$ cat config.mk
export PLATFORM = sky130hd
export DESIGN_NAME = fifo_seg_display
export DESIGN_NICKNAME = d
export VERILOG_FILES = /design/src/rtl/fifo_seg_pkg.sv /design/src/rtl/hex_to_seg7.sv /design/src/rtl/fifo_seg_display.sv
export SDC_FILE = /design/constraint.sdc
export NUM_CORES = 1
export LEC_CHECK = 0
export BUFFER_PORTS_ARGS = -buffer_cell sky130_fd_sc_hd__buf_2
export CAP_MARGIN = 15
export CORE_MARGIN = 4
export CORE_UTILIZATION = 40
export DETAILED_ROUTE_END_ITERATION = 16
export GPL_TIMING_DRIVEN = 0
export PLACE_DENSITY = 0.63
export REMOVE_ABC_BUFFERS = 1
export SYNTH_ARGS = -nofsm -noshare
export SYNTH_HDL_FRONTEND = slang
export SYNTH_SLANG_ARGS = --single-unit
export TNS_END_PERCENT = 5
$ cat constraint.sdc
create_clock -name clk -period 4.5 [get_ports clk]
set_clock_uncertainty 0.15 [all_clocks]
set_input_delay 0.9 -clock clk [delete_from_list [all_inputs] [get_ports clk]]
set_output_delay 0.9 -clock clk [all_outputs]
set_load 0.01 [all_outputs]
$ cat src/rtl/fifo_seg_pkg.sv
// Shared types and constants for the FIFO-to-seven-segment board block.
// Segment patterns are active-low, bit order {g,f,e,d,c,b,a}.
package fifo_seg_pkg;

  localparam int DEF_DATA_W   = 15;
  localparam int DEF_DEPTH    = 8;
  localparam int DEF_DEBOUNCE = 4;

  typedef logic [DEF_DATA_W-1:0] data_t;
  typedef logic [6:0]            seg_t;

  localparam seg_t SEG_LUT [16] = '{
    7'b1000000, 7'b1111001, 7'b0100100, 7'b0110000,
    7'b0011001, 7'b0010010, 7'b0000010, 7'b1111000,
    7'b0000000, 7'b0010000, 7'b0001000, 7'b0000011,
    7'b1000110, 7'b0100001, 7'b0000110, 7'b0001110
  };

endpackage

$ cat src/rtl/hex_to_seg7.sv
// One hex nibble to an active-low seven-segment pattern.
// Purely combinational.
module hex_to_seg7
  import fifo_seg_pkg::*;
(
  input  logic [3:0] i_hex,
  output seg_t       o_seg
);

  assign o_seg = SEG_LUT[i_hex];

endmodule

$ cat src/rtl/fifo_seg_display.sv
// Button-driven FIFO with the last popped word on four hex digits.
// Define DEBOUNCE_EN to require a stable button level before acting.
module fifo_seg_display
  import fifo_seg_pkg::*;
#(
  parameter int DATA_W          = DEF_DATA_W,
  parameter int DEPTH           = DEF_DEPTH,
  parameter int DEBOUNCE_CYCLES = DEF_DEBOUNCE
) (
  input  logic              clk,
  input  logic              rst_n,
  input  logic              button,
  input  logic              mode,
  input  logic [DATA_W-1:0] datain,
  output logic              full,
  output logic              empty,
  output seg_t              segment4,
  output seg_t              segment3,
  output seg_t              segment2,
  output seg_t              segment1
);

  localparam int AW = $clog2(DEPTH);
  localparam int PW = AW + 1;

  if (DATA_W > 16 || DATA_W < 1) begin : g_bad_w
    $error("DATA_W must be 1..16");
  end
  if (DEPTH < 2 || (1 << AW) != DEPTH) begin : g_bad_d
    $error("DEPTH must be a power of two >= 2");
  end
  if (DEBOUNCE_CYCLES < 1) begin : g_bad_db
    $error("DEBOUNCE_CYCLES must be >= 1");
  end

  logic [1:0] r_sync;
  logic       w_sync;
  logic       w_press;

  always_ff @(posedge clk or negedge rst_n) begin
    if (!rst_n) r_sync <= 2'b11;
    else        r_sync <= {r_sync[0], button};
  end

  assign w_sync = r_sync[1];

`ifdef DEBOUNCE_EN
  localparam int CW = $clog2(DEBOUNCE_CYCLES + 1);
  localparam logic [CW-1:0] CNT_LAST = CW'(DEBOUNCE_CYCLES - 1);

  logic [CW-1:0] r_cnt;
  logic          r_stable;

  // r_stable flips only after the new level has held long enough
  always_ff @(posedge clk or negedge rst_n) begin
    if (!rst_n) begin
      r_cnt    <= '0;
      r_stable <= 1'b1;
    end else if (w_sync == r_stable) begin
      r_cnt    <= '0;
    end else if (r_cnt == CNT_LAST) begin
      r_cnt    <= '0;
      r_stable <= w_sync;
    end else begin
      r_cnt    <= r_cnt + 1'b1;
    end
  end

  assign w_press = r_stable & ~w_sync & (r_cnt == CNT_LAST);
`else
  logic r_prev;

  always_ff @(posedge clk or negedge rst_n) begin
    if (!rst_n) r_prev <= 1'b1;
    else        r_prev <= w_sync;
  end

  assign w_press = r_prev & ~w_sync;
`endif

  logic [DATA_W-1:0] r_mem [DEPTH];
  logic [PW-1:0]     r_wr_ptr;
  logic [PW-1:0]     r_rd_ptr;
  logic [DATA_W-1:0] r_display;
  logic              w_do_wr;
  logic              w_do_rd;
  logic [15:0]       w_disp16;

  assign empty = (r_wr_ptr == r_rd_ptr);
  assign full  = (r_wr_ptr[AW] != r_rd_ptr[AW]) &&
                 (r_wr_ptr[AW-1:0] == r_rd_ptr[AW-1:0]);

  assign w_do_wr = w_press &  mode & ~full;
  assign w_do_rd = w_press & ~mode & ~empty;

  always_ff @(posedge clk) begin
    if (w_do_wr) r_mem[r_wr_ptr[AW-1:0]] <= datain;
  end

  always_ff @(posedge clk or negedge rst_n) begin
    if (!rst_n) begin
      r_wr_ptr  <= '0;
      r_rd_ptr  <= '0;
      r_display <= '0;
    end else begin
      if (w_do_wr) r_wr_ptr <= r_wr_ptr + 1'b1;
      if (w_do_rd) begin
        r_display <= r_mem[r_rd_ptr[AW-1:0]];
        r_rd_ptr  <= r_rd_ptr + 1'b1;
      end
    end
  end

  assign w_disp16 = 16'(r_display);

  hex_to_seg7 u_d4 (.i_hex(w_disp16[15:12]), .o_seg(segment4));
  hex_to_seg7 u_d3 (.i_hex(w_disp16[11:8]),  .o_seg(segment3));
  hex_to_seg7 u_d2 (.i_hex(w_disp16[7:4]),   .o_seg(segment2));
  hex_to_seg7 u_d1 (.i_hex(w_disp16[3:0]),   .o_seg(segment1));

endmodule

### Yosys cells after proc, flatten, opt, wreduce, memory -nomap -nowiden

Memories as Yosys holds them, arrays and structs flattened. A register that Yosys moved wholly into a read port is not among the register bits.
Cells that the tools add are included.
Widths: inputs -> output; s select.

| storage, ports and cells | value |
|---|---|
| flip-flop bits (word level) | 11 |
| memories kept | 5 |
| output and inout bits | 30 |
| memory bits (writable) | 120 |
| memory bits (read-only) | 448 |
| latch bits | 0 |
| bits of input ports | 19 |
| word-level logic and storage cells | 43 |

Memory list:

| name | words | width | read ports | clocked after Yosys merged registers in | write ports | RTL line | RTL |
|---|---|---|---|---|---|---|---|
| r_mem | 8 | 15 | 1 | 1 | 1 | fifo_seg_display.sv:81 | `logic [DATA_W-1:0] r_mem [DEPTH];` |
| (name not given) | 16 | 7 | 1 | 0 | 0 | hex_to_seg7.sv:10 | `assign o_seg = SEG_LUT[i_hex];` |
| (name not given) | 16 | 7 | 1 | 0 | 0 | hex_to_seg7.sv:10 |  |
| (name not given) | 16 | 7 | 1 | 0 | 0 | hex_to_seg7.sv:10 |  |
| (name not given) | 16 | 7 | 1 | 0 | 0 | hex_to_seg7.sv:10 |  |

| cells by class | value |
|---|---|
| equality and inequality tests | 3 |
| reduce and logical (&&, ||, !) cells | 2 |
| divide/modulo/power cells | 0 |
| shifts and indexed selects | 0 |
| add/sub/neg operators | 2 |
| multiply operators | 0 |
| multiplexer cells | 10 |
| bitwise gates (word level) | 13 |
| magnitude comparators | 4 |

Operators by type and width:

| operator | number |
|---|---|
| $mux 7 | 8 |
| $ge 5x5->1 const B | 4 |
| $not 4->5 | 3 |
| $add 4x1->4 const B | 2 |
| $and 1x1->1 | 5 |
| $not 3->5 | 1 |
| $eq 4x4->1 | 1 |
| $not 1->1 | 4 |
| $eq 3x3->1 | 1 |
| $mux 1 | 2 |
| $logic_and 1x1->1 | 1 |
| $logic_not 1->1 | 1 |
| $ne 1x1->1 | 1 |

### Logic depth before layout (Yosys ltp)

Gate-level depths: netlist (run 1).

| depth | value |
|---|---|
| depth in word-level cells | 6 |
| depth in mapped cells | 7 |

### Cells and area by module

A second synthesis (run 1) with hierarchy kept.

| unflattened totals | value |
|---|---|
| cells, all modules | 389 |
| area total of the unflattened synthesis | 6830.3 µm² |

Modules (own cells, without submodules):

| module | times used | cells an instance | area each (µm²) |
|---|---|---|---|
| fifo_seg_display | 1 | 261 | 5729.2 |
| hex_to_seg7 | 4 | 32 | 275.3 |

### Worst setup path before layout (run 1)

Ideal clock, no wire load.

| path | value |
|---|---|
| kind | register to register |
| from | register r_rd_ptr[0] |
| to | memory r_mem[0][0] in the netlist's numbering, enable pin |
| data arrival time | 2657 ps |
| stages on the path, launching flop included | 7 |
| slack | 1267 ps |
| library setup time | 426 ps |
| period minus slack after synthesis | 3233 ps |
| path through | dfrtp_1 > buf_6 > buf_12 > xnor2_1 > nand4_1 > nand3_1 > nor4_1 |

| on the way | value |
|---|---|
| longest elaborated chain between the ends | 6 |

RTL lines:

| element | RTL line | RTL |
|---|---|---|
| from (decl) | fifo_seg_display.sv:83 | `logic [PW-1:0] r_rd_ptr;` |
| from (signal assigned) | fifo_seg_display.sv:109 | `r_rd_ptr <= r_rd_ptr + 1'b1;` |
| $eq 3x3->1 | fifo_seg_display.sv:91 | `(r_wr_ptr[AW-1:0] == r_rd_ptr[AW-1:0]);` |
| $logic_and 1x1->1 | fifo_seg_display.sv:90 | `assign full = (r_wr_ptr[AW] != r_rd_ptr[AW]) &&` |
| $not 1->1 | fifo_seg_display.sv:93 | `assign w_do_wr = w_press & mode & ~full;` |
| $and 1x1->1 | fifo_seg_display.sv:93 |  |
| $mux 1 | fifo_seg_display.sv:97 | `if (w_do_wr) r_mem[r_wr_ptr[AW-1:0]] <= datain;` |
| $mux 1 (not written as such) | fifo_seg_display.sv:97 |  |
| to (decl) | fifo_seg_display.sv:81 |  |

No other way between the ends.

### Worst setup path in the final report (run 1)

| path | value |
|---|---|
| from | register r_rd_ptr[2] |
| to | memory r_mem[1][3] in the netlist's numbering, enable pin |

The elaborated chain is that of the path after synthesis.

==> results.tsv, run 1 <==
stage	metric	value	unit
outcome	status	complete, no violations	
synth	post-synth top area cell	edfxtp_1	
synth	Mapped Area	0.00652	mm²
synth	Unique masters post-synth	39	
sta	final worst path period share	76.6	%
critical_path	Setup crit start kind	flip-flop	
grt	Global Route Usage Sum	13.7	%
finish	share of cells above drive strength 1	33.6	%
die	Die Width	136	µm
clocking	TritonCTS Sinks	146	
critical_path	reg2reg start	r_rd_ptr[2]	
job	Max-Cap Viols	0	
sta	setup violators final	0	
sta	max-slew violation count	0	
detailed_routing	1st-iter DRT viols	202	
placed_design	worst slack, placed	1070	ps
sta	Worst-Margin Slew	1140	ps
finish	post-route insts no fill	653	
placed_design	DPL Wire Length	7720	µm
sta	Fmax	290	MHz
critical_path	R2R depth	5	
clocking	TritonCTS clock tree	yes	
detailed_routing	ANT nets after route	0	
critical_path	Worst EP arrival	3410	ps
synth	Synth async-reset ratio	17.8	%
finish	Ant. Diodes	0	
sta	Final Hold Viols	0	
clocking	clock latency on the worst-skew pair	410	ps
critical_path	CP Capture Point	r_mem[1][3]	
detailed_routing	Vias/cell	5.10	
placed_design	Placed Cells	621	
clocking	clock root cell	clkbuf_16	
synth	synth top area cells	edfxtp_1 (55%), dfrtp_1 (8.8%), mux4_2 (8.6%)	
sta	Final Critical Period	3450	ps
clocking	Clock transition at path regs	60	ps
finish	area grow syn2layout	17.1	%
power_and_ir_drop	pwr/cell area	647	mW/mm²
synth	Post-synth EDFFs	120	
synth	Commonest cells post-synth	edfxtp_1 (120), mux2i_1 (28), ha_1 (25), mux4_2 (25), dfrtp_1 (23)	
power_and_ir_drop	leakage	0.00289	µW
clocking	total CTS buffers	17	
placed_design	Final GP Congestion	0.752	
detailed_routing	total length of routed wires	11800	µm
critical_path	worst r2r dst	r_mem[1][3]	
grt	grt total ovfl	0	
synth	Avg Cell Area, Syn	17.7	µm²
die	Ports	49	
critical_path	Worst EP required	4460	ps
sta	Rel. slew slack	24.3	%
synth	Synth warnings	0	
placed_design	number of port buffers	48	
clocking	Longest Clk Path Bufs	2	
die	Starting Density	40.9	%
synth	sequential cell area fraction in the yosys report	65.3	%
synth	Most used DFF post-synth	edfxtp_1	
critical_path	worst reg-to-reg setup slack	1050	ps
critical_path	Setup CP Type	reg -> reg	
critical_path	Setup crit start	r_rd_ptr[2]	
critical_path	CP endpoint kind	flip-flop	
clocking	H-Tree Level Count	4	
min_path	HP Class	reg -> reg	
finish	nets	468	
clocking	post-cts sizing count	0	
detailed_routing	post-route DRC violation count	0	
clocking	post-cts hold buffer count	0	
die	Core Region	0.0159	mm²
critical_path	CP max FO	18	
grt	number of global-route vias before repair	3529	
synth	top cell type's share of synthesized area	55.2	%
synth	Mapped Cells	369	
die	Die ar.	0.0184	mm²
synth	Synth Register Bits	146	
grt	first-pass GRT wire length	18900	µm
detailed_routing	routed vias	3330	
power_and_ir_drop	maximum vdd ir drop	329	µV
clocking	total setup buffers inserted after CTS	0	
detailed_routing	Routed wire per std cell	18.1	µm
grt	largest net degree at the start of global routing	35	
die	Std-Cell Rows	46	
synth	most frequent cell after synthesis	edfxtp_1	
grt	initial antenna violation count	1	
min_path	hold path startpoint	r_sync[0]	
detailed_routing	DRT Pass-1 Iters	4	
die	Die Ht	136	µm
sta	RSZ-0062 raised after global routing	no	
sta	Worst Slack Setup Final	1050	ps
sequential cells by signal, indices dropped and copies added (netlist names):
signal,flops
r_mem,120
r_display,15
r_rd_ptr,4
r_wr_ptr,4
r_sync,2
r_prev,1
layout make-up:
class	count	area, µm²
inverter	15	56.3
sequential	146	4260
clock buffer	20	447
timing repair buffer	57	350
multi-input combinational	187	2120
fill	1338	8300
clock inverter	12	133
tap	216	270
layer usage:
layer  vias up  global-route usage, %  share of wire (%)
li1       1547                      -                  -
met1      1722                   16.1                 40
met2        52                   24.6                 56
met3         7                   3.42                3.6
met4         2                   4.59               0.64
met5         -                      0              0.059
worst max-delay path, stage by stage, from the launching register on:
cell	delay, ps
dfrtp_1	1090
xnor2_1	210
nand4_1	250
nand3_1	330
nor3_2	860
buf_6	250
logic make-up after synthesis:
logic type               Yosys count  synth area share, %
buffers and inverters             36                 2.65
AO/OA/AOI/OAI                     22                 2.28
adder cells (fa/ha/maj)           25                 4.80
XOR/XNOR                          10                 1.34
multiplexers                      80                 19.4
AND/OR/NAND/NOR                   50                 4.22
flip-flops                       146                 65.3
stage by stage:
step                      power, µW  util [%]  instance area [µm²]  setup TNS (ps)  hold slack [ps]
after floorplan                3060         -                 6410               0              195
after global placement         3560      43.4                 6920          -71600              197
after detailed placement       3640      44.3                 7060               0              201
after CTS                      5000      47.9                 7640               0              209
after global routing           5250      47.9                 7640               0              212
final                          4940      47.9                 7640               0              207
worst min path at each step:
stage                 to  slack (ps)  cells past startpoint
5_1_grt        r_sync[1]         210                      0
3_5_place_dp   r_sync[1]         200                      0
2_1_floorplan  r_sync[1]         200                      0
6_report       r_sync[1]         210                      0
3_3_place_gp   r_sync[1]         200                      0
4_1_cts        r_sync[1]         210                      0
power by group:
| part | switching, µW | total, µW | internal (µW) | leakage [µW] |
|---|---|---|---|---|
| Combinational | 730 | 1620 | 892 | 0.00123 |
| Clock | 524 | 1360 | 832 | 0.000277 |
| Sequential | 349 | 1970 | 1620 | 0.00138 |
| Total | 1600 | 4940 | 3340 | 0.00289 |
cell usage in the layout (no fill, tap or decap), drive strengths merged, types with 14 or more instances in the layout:
master / synthesis / final
clkbuf: 10 / 20
mux2: 19 / 19
edfxtp: 120 / 120
mux2i: 28 / 28
buf: 11 / 57
dfrtp: 23 / 23
inv: 15 / 17
mux4: 33 / 33
ha: 25 / 25
nor2: 14 / 14
No activity file was read; power rests on OpenSTA's default activity.
==> inputs of run 2 (changes only) <==
clock period = 3.55 ns   (was 4.5 ns; I/O delays follow)
==> run 2 against run 1 <==
Combinational power is 27% higher. First-iteration DRC count is 0.50% higher. Clock power is 26% higher. Utilization hardly changed. Total power is 27% higher. Critical path depth stayed put. Critical path type unchanged. Largest power group unchanged.
==> results.tsv, run 2 (synthesis gave the netlist of run 1 again) <==
stage	metric	value	unit	change
outcome	status	complete, no violations		unchanged
die	Std-Cell Rows	46		unchanged
critical_path	crit-path cells	xnor2_1, nand4_1, nand3_1, nor3_2, buf_6		unchanged
grt	met1 usage in global routing	16.1	%	unchanged
power_and_ir_drop	final total power	6260	µW	was 4940 µW
finish	register area	0.00426	mm²	about the same
critical_path	reg2reg start	r_rd_ptr[1]		was r_rd_ptr[2]
critical_path	R2R depth	5		unchanged
finish	Ant. Diodes	0		unchanged
die	Die Width	136	µm	unchanged
placed_design	number of port buffers	48		unchanged
clocking	Clock transition at path regs	60	ps	about the same
critical_path	Setup crit start kind	flip-flop		unchanged
finish	nets	468		unchanged
finish	share of cells above drive strength 1	33.9	%	was 33.6%
critical_path	Worst EP required	3510	ps	was 4460 ps
sta	max-slew violation count	0		unchanged
critical_path	CP delay by family, top	simple AND/OR/NAND/NOR gates		unchanged
critical_path	Max stage delay on crit path	900	ps	was 1090 ps
detailed_routing	total length of routed wires	11800	µm	about the same
grt	grt total ovfl	0		unchanged
die	Die Ht	136	µm	unchanged
sta	Worst-Margin Slew	929	ps	was 1140 ps
grt	largest net degree at the start of global routing	35		unchanged
finish	post-route insts no fill	653		unchanged
critical_path	worst r2r dst	r_mem[1][3]		unchanged
critical_path	CP max stage cell	dfrtp_2		was dfrtp_1
clocking	total CTS buffers	17		unchanged
detailed_routing	ANT nets after route	0		unchanged
die	Core Region	0.0159	mm²	unchanged
die	Die ar.	0.0184	mm²	unchanged
finish	most frequent cells in the layout	edfxtp_1 (120), buf_2 (48), mux2i_1 (28)		unchanged
placed_design	area post-placement	0.00706	mm²	unchanged
clocking	TritonCTS Sinks	146		unchanged
grt	grt peak-use layer	met2		unchanged
die	Ports	49		unchanged
placed_design	Placed Cells	621		unchanged
min_path	HP Class	in -> async		was reg -> reg
sta	final worst path period share	90.3	%	was 76.6%
grt	initial antenna violation count	1		unchanged
job	Max-Cap Viols	0		unchanged
sta	RSZ-0062 raised after global routing	no		unchanged
die	Starting Density	40.9	%	unchanged
sta	Fmax	312	MHz	was 290 MHz
critical_path	CP endpoint kind	flip-flop		unchanged
sta	Rel. slew slack	37.8	%	was 24.3%
detailed_routing	Vias/cell	5.11		was 5.10
placed_design	DPL Wire Length	7720	µm	unchanged
power_and_ir_drop	pwr/cell area	819	mW/mm²	was 647 mW/mm²
grt	Global Route Usage Sum	13.7	%	unchanged
detailed_routing	Routed wire per std cell	18.1	µm	about the same
placed_design	worst slack, placed	116	ps	was 1070 ps
clocking	clock latency on the worst-skew pair	410	ps	about the same
detailed_routing	DRT Pass-1 Iters	4		unchanged
sta	Fin Setup TNS	0	ps	unchanged
clocking	clock root cell	clkbuf_16		unchanged
sta	Final Critical Period	3200	ps	was 3450 ps
grt	GRT met2 Usage	24.6	%	unchanged
grt	first-pass GRT wire length	18900	µm	unchanged
placed_design	Final GP Congestion	0.752		unchanged
clocking	H-Tree Level Count	4		unchanged
finish	most common cell after layout, fill and taps aside	edfxtp_1		unchanged
finish	Multi-input gate area	0.00212	mm²	unchanged
sta	Final Hold Viols	0		unchanged
sta	Worst Slack Setup Final	345	ps	was 1050 ps
critical_path	Worst Path Buf+Inv	1		unchanged
sta	setup violators final	0		unchanged
power_and_ir_drop	maximum vdd ir drop	419	µV	was 329 µV
critical_path	CP max FO	34		was 18
finish	area grow syn2layout	17.1	%	about the same
grt	number of global-route vias before repair	3529		unchanged
detailed_routing	routed vias	3340		was 3330
critical_path	Setup CP Type	reg -> reg		unchanged
clocking	Longest Clk Path Bufs	2		unchanged
power_and_ir_drop	leakage	0.00289	µW	about the same
critical_path	Worst EP arrival	3170	ps	was 3410 ps
detailed_routing	1st-iter DRT viols	203		was 202
clocking	TritonCTS clock tree	yes		unchanged
finish	Largest register FFs	120		unchanged
finish	cell area after layout	0.00764	mm²	about the same
critical_path	worst reg-to-reg setup slack	350	ps	was 1050 ps
grt	GR Util met3	3.42	%	unchanged
finish	Fill cells	1339		was 1338
critical_path	Setup crit start	r_rd_ptr[1]		was r_rd_ptr[2]
detailed_routing	post-route DRC violation count	0		unchanged
==> run 2: stage by stage <==
stage | utilization (%) | hold slack, ps
3_3_place_gp | 43.4 | 197
4_1_cts | 47.9 | 207
2_1_floorplan | - | 195
6_report | 47.9 | 195
5_1_grt | 47.9 | 212
3_5_place_dp | 44.3 | 201
==> run 2: how the worst max path moves through the flow <==
stage	cells after the start	endpoint
finish	5	r_mem[1][3]
global placement	4	r_mem[0][13]
floorplan	4	r_mem[0][0]
global route	5	r_mem[1][7]
detailed placement	5	r_mem[1][12]
CTS	5	r_mem[2][12]
==> run 2: layout make-up <==
class / instances / share of cell area (%)
clock inverters: 12 / 1.74
multi-input cells: 187 / 27.8
well taps: 216 / 3.54
inverters: 15 / 0.737
repair buffers: 57 / 4.58
clock buffers: 20 / 5.85
flip-flops and latches: 146 / 55.8
==> run 2: worst reg2reg max path, delay by kind of cell, from the launching register on <==
kind / cells / cell delay (ps)
AND/OR/NAND/NOR: 3 / 1390
buffers and inverters: 1 / 260
XOR/XNOR: 1 / 210
flip-flops: 1 / 900
==> run 2: power by group <==
group,internal (µW),switching (µW),leakage (µW)
Sequential,2050,441,0.00138
Clock,1050,665,0.000277
Combinational,1130,924,0.00123
Total,4230,2030,0.00289
==> run 2: timing repair <==
action	in CTS	in global routing
resized for setup	0	1
setup endpoints to repair	0	24
endpoints found under the hold margin	0	0
hold buffers	0	0
setup buffers	0	0
==> run 2: routing by layer <==
| metal | up-vias | wire length, µm |
|---|---|---|
| met1 | 1731 | 4720 |
| li1 | 1547 | - |
| met5 | - | 8 |
| met2 | 52 | 6590 |
| met3 | 8 | 403 |
| met4 | 2 | 76 |
==> inputs of run 3 (changes only) <==
clock period = 3.09 ns   (was 3.55 ns; I/O delays follow)
==> run 3 against run 2 <==
Non-clock buffer count unchanged. Global-route usage about the same. Die area stayed put. Total power is 15% higher. Final area is 0.28% higher. Sequential power grew 15%. Register-to-register slack got worse by 150 ps. Cell count stayed put. Critical endpoint is now r_mem[2][3]. Largest power group unchanged.
==> results.tsv, run 3 (synthesis gave the netlist of run 1 again) <==
stage	metric	value	unit	change
placed_design	number of port buffers	48		unchanged
grt	largest net degree at the start of global routing	35		unchanged
grt	initial antenna violation count	1		unchanged
critical_path	CP max FO	18		was 34
sta	Worst-Margin Slew	757	ps	was 929 ps
clocking	clock latency on the worst-skew pair	410	ps	about the same
finish	most common cell after layout, fill and taps aside	edfxtp_1		unchanged
sta	Fmax	345	MHz	was 312 MHz
clocking	total setup buffers inserted after CTS	0		unchanged
sta	RSZ-0062 raised after global routing	no		unchanged
clocking	H-Tree Level Count	4		unchanged
outcome	status	complete, no violations		unchanged
critical_path	crit-path cells	xnor2_1, nand4_1, nand3_1, nor3_4, buf_6		was xnor2_1, nand4_1, nand3_1, nor3_2, buf_6
detailed_routing	ANT nets after route	0		unchanged
power_and_ir_drop	pwr/cell area	941	mW/mm²	was 819 mW/mm²
critical_path	Max stage delay on crit path	750	ps	was 900 ps
clocking	TritonCTS Sinks	146		unchanged
critical_path	Setup crit start kind	flip-flop		unchanged
detailed_routing	Routed wire per std cell	18.1	µm	about the same
power_and_ir_drop	final total power	7210	µW	was 6260 µW
finish	most frequent cells in the layout	edfxtp_1 (120), buf_2 (48), mux2i_1 (28)		unchanged
placed_design	DPL Wire Length	7720	µm	unchanged
finish	area grow syn2layout	17.5	%	was 17.1%
finish	Ant. Diodes	0		unchanged
critical_path	CP delay by family, top	simple AND/OR/NAND/NOR gates		unchanged
finish	Largest register FFs	120		unchanged
detailed_routing	1st-iter DRT viols	189		was 203
critical_path	Worst EP required	3050	ps	was 3510 ps
detailed_routing	DRT Pass-1 Iters	4		unchanged
power_and_ir_drop	leakage	0.00290	µW	was 0.00289 µW
die	Die ar.	0.0184	mm²	unchanged
die	Die Width	136	µm	unchanged
critical_path	CP max stage cell	dfrtp_2		unchanged
clocking	clock root cell	clkbuf_16		unchanged
min_path	HP Class	in -> async		unchanged
clocking	Clock transition at path regs	60	ps	about the same
sta	Fin Setup TNS	0	ps	unchanged
sta	Rel. slew slack	49.2	%	was 37.8%
die	Std-Cell Rows	46		unchanged
detailed_routing	routed vias	3337		was 3340
grt	Global Route Usage Sum	13.7	%	about the same
critical_path	Worst EP arrival	2860	ps	was 3170 ps
grt	grt total ovfl	0		unchanged
die	Ports	49		unchanged
finish	share of cells above drive strength 1	33.9	%	unchanged
sta	setup violators final	0		unchanged
critical_path	Setup CP Type	reg -> reg		unchanged
grt	first-pass GRT wire length	18900	µm	about the same
die	Core Region	0.0159	mm²	unchanged
sta	Final Hold Viols	0		unchanged
clocking	total CTS buffers	17		unchanged
grt	number of global-route vias before repair	3541		was 3529
clocking	TritonCTS clock tree	yes		unchanged
sta	Final Critical Period	2900	ps	was 3200 ps
sta	final worst path period share	93.8	%	was 90.3%
detailed_routing	Vias/cell	5.11		about the same
detailed_routing	total length of routed wires	11800	µm	about the same
critical_path	CP endpoint kind	flip-flop		unchanged
clocking	Longest Clk Path Bufs	2		unchanged
die	Die Ht	136	µm	unchanged
detailed_routing	post-route DRC violation count	0		unchanged
finish	Fill cells	1337		was 1339
die	Starting Density	40.9	%	unchanged
critical_path	Worst Path Buf+Inv	1		unchanged
placed_design	Final GP Congestion	0.752		unchanged
sta	max-slew violation count	0		unchanged
finish	nets	468		unchanged
job	Max-Cap Viols	0		unchanged
power_and_ir_drop	maximum vdd ir drop	483	µV	was 419 µV
run 3: cell counts in the layout (fill, tap and decap cells not counted):
Identical to the previous run, type by type.
run 3: layout make-up:
cell class,count,area [µm²],share of cell area (%)
Clock buffer,20,447,5.83
Inverter,15,56.3,0.735
Multi-Input combinational cell,187,2140,28.0
Tap cell,216,270,3.53
Sequential cell,146,4260,55.6
Clock inverter,12,133,1.73
Timing Repair Buffer,57,350,4.57
run 3: report_power, final:
part / switching, µW / internal (µW) / leakage [µW] / total (µW)
clock network: 765 / 1210 / 0.000277 / 1980
logic: 1070 / 1290 / 0.00125 / 2360
registers: 515 / 2360 / 0.00138 / 2870
run 3: timing repair:
| action | in CTS | in global routing |
|---|---|---|
| resized for setup | 1 | 4 |
| pin swaps | 0 | 1 |
| endpoints found under the setup margin | 67 | 66 |
| hold buffers | 0 | 0 |
run 3: metal layers:
layer	up-vias	part of all wire [%]	wire length, µm	track usage [%]
li1	1548	-	-	-
met1	1733	41	4810	16.1
met2	48	56	6580	24.5
met3	6	3.2	382	3.42
met4	2	0.50	59	4.59
met5	-	0.068	8	0
run 3: worst paths after layout:
kind	from	to	slack, ps	depth (start not counted)
max	r_rd_ptr[2]	r_mem[2][3]	190	5
min	rst_n	r_display[8]	100	1
max reg2reg	r_rd_ptr[2]	r_mem[2][3]	190	5
min reg2reg	r_sync[0]	r_sync[1]	210	0
max in group asynchronous	rst_n	r_rd_ptr[1]	2180	1
min in group clk	button	r_sync[0]	150	1
run 3: per-stage QoR:
step	cells	utilization [%]	setup WS, ps	hold WS, ps	instance area [µm²]
2_1_floorplan	348	-	-972	172	6410
3_3_place_gp	612	43.4	-2990	197	6920
3_5_place_dp	621	44.3	-344	201	7060
4_1_cts	653	47.9	-149	115	7640
5_1_grt	653	48.1	3.95	137	7660
6_report	653	48.1	192	101	7660
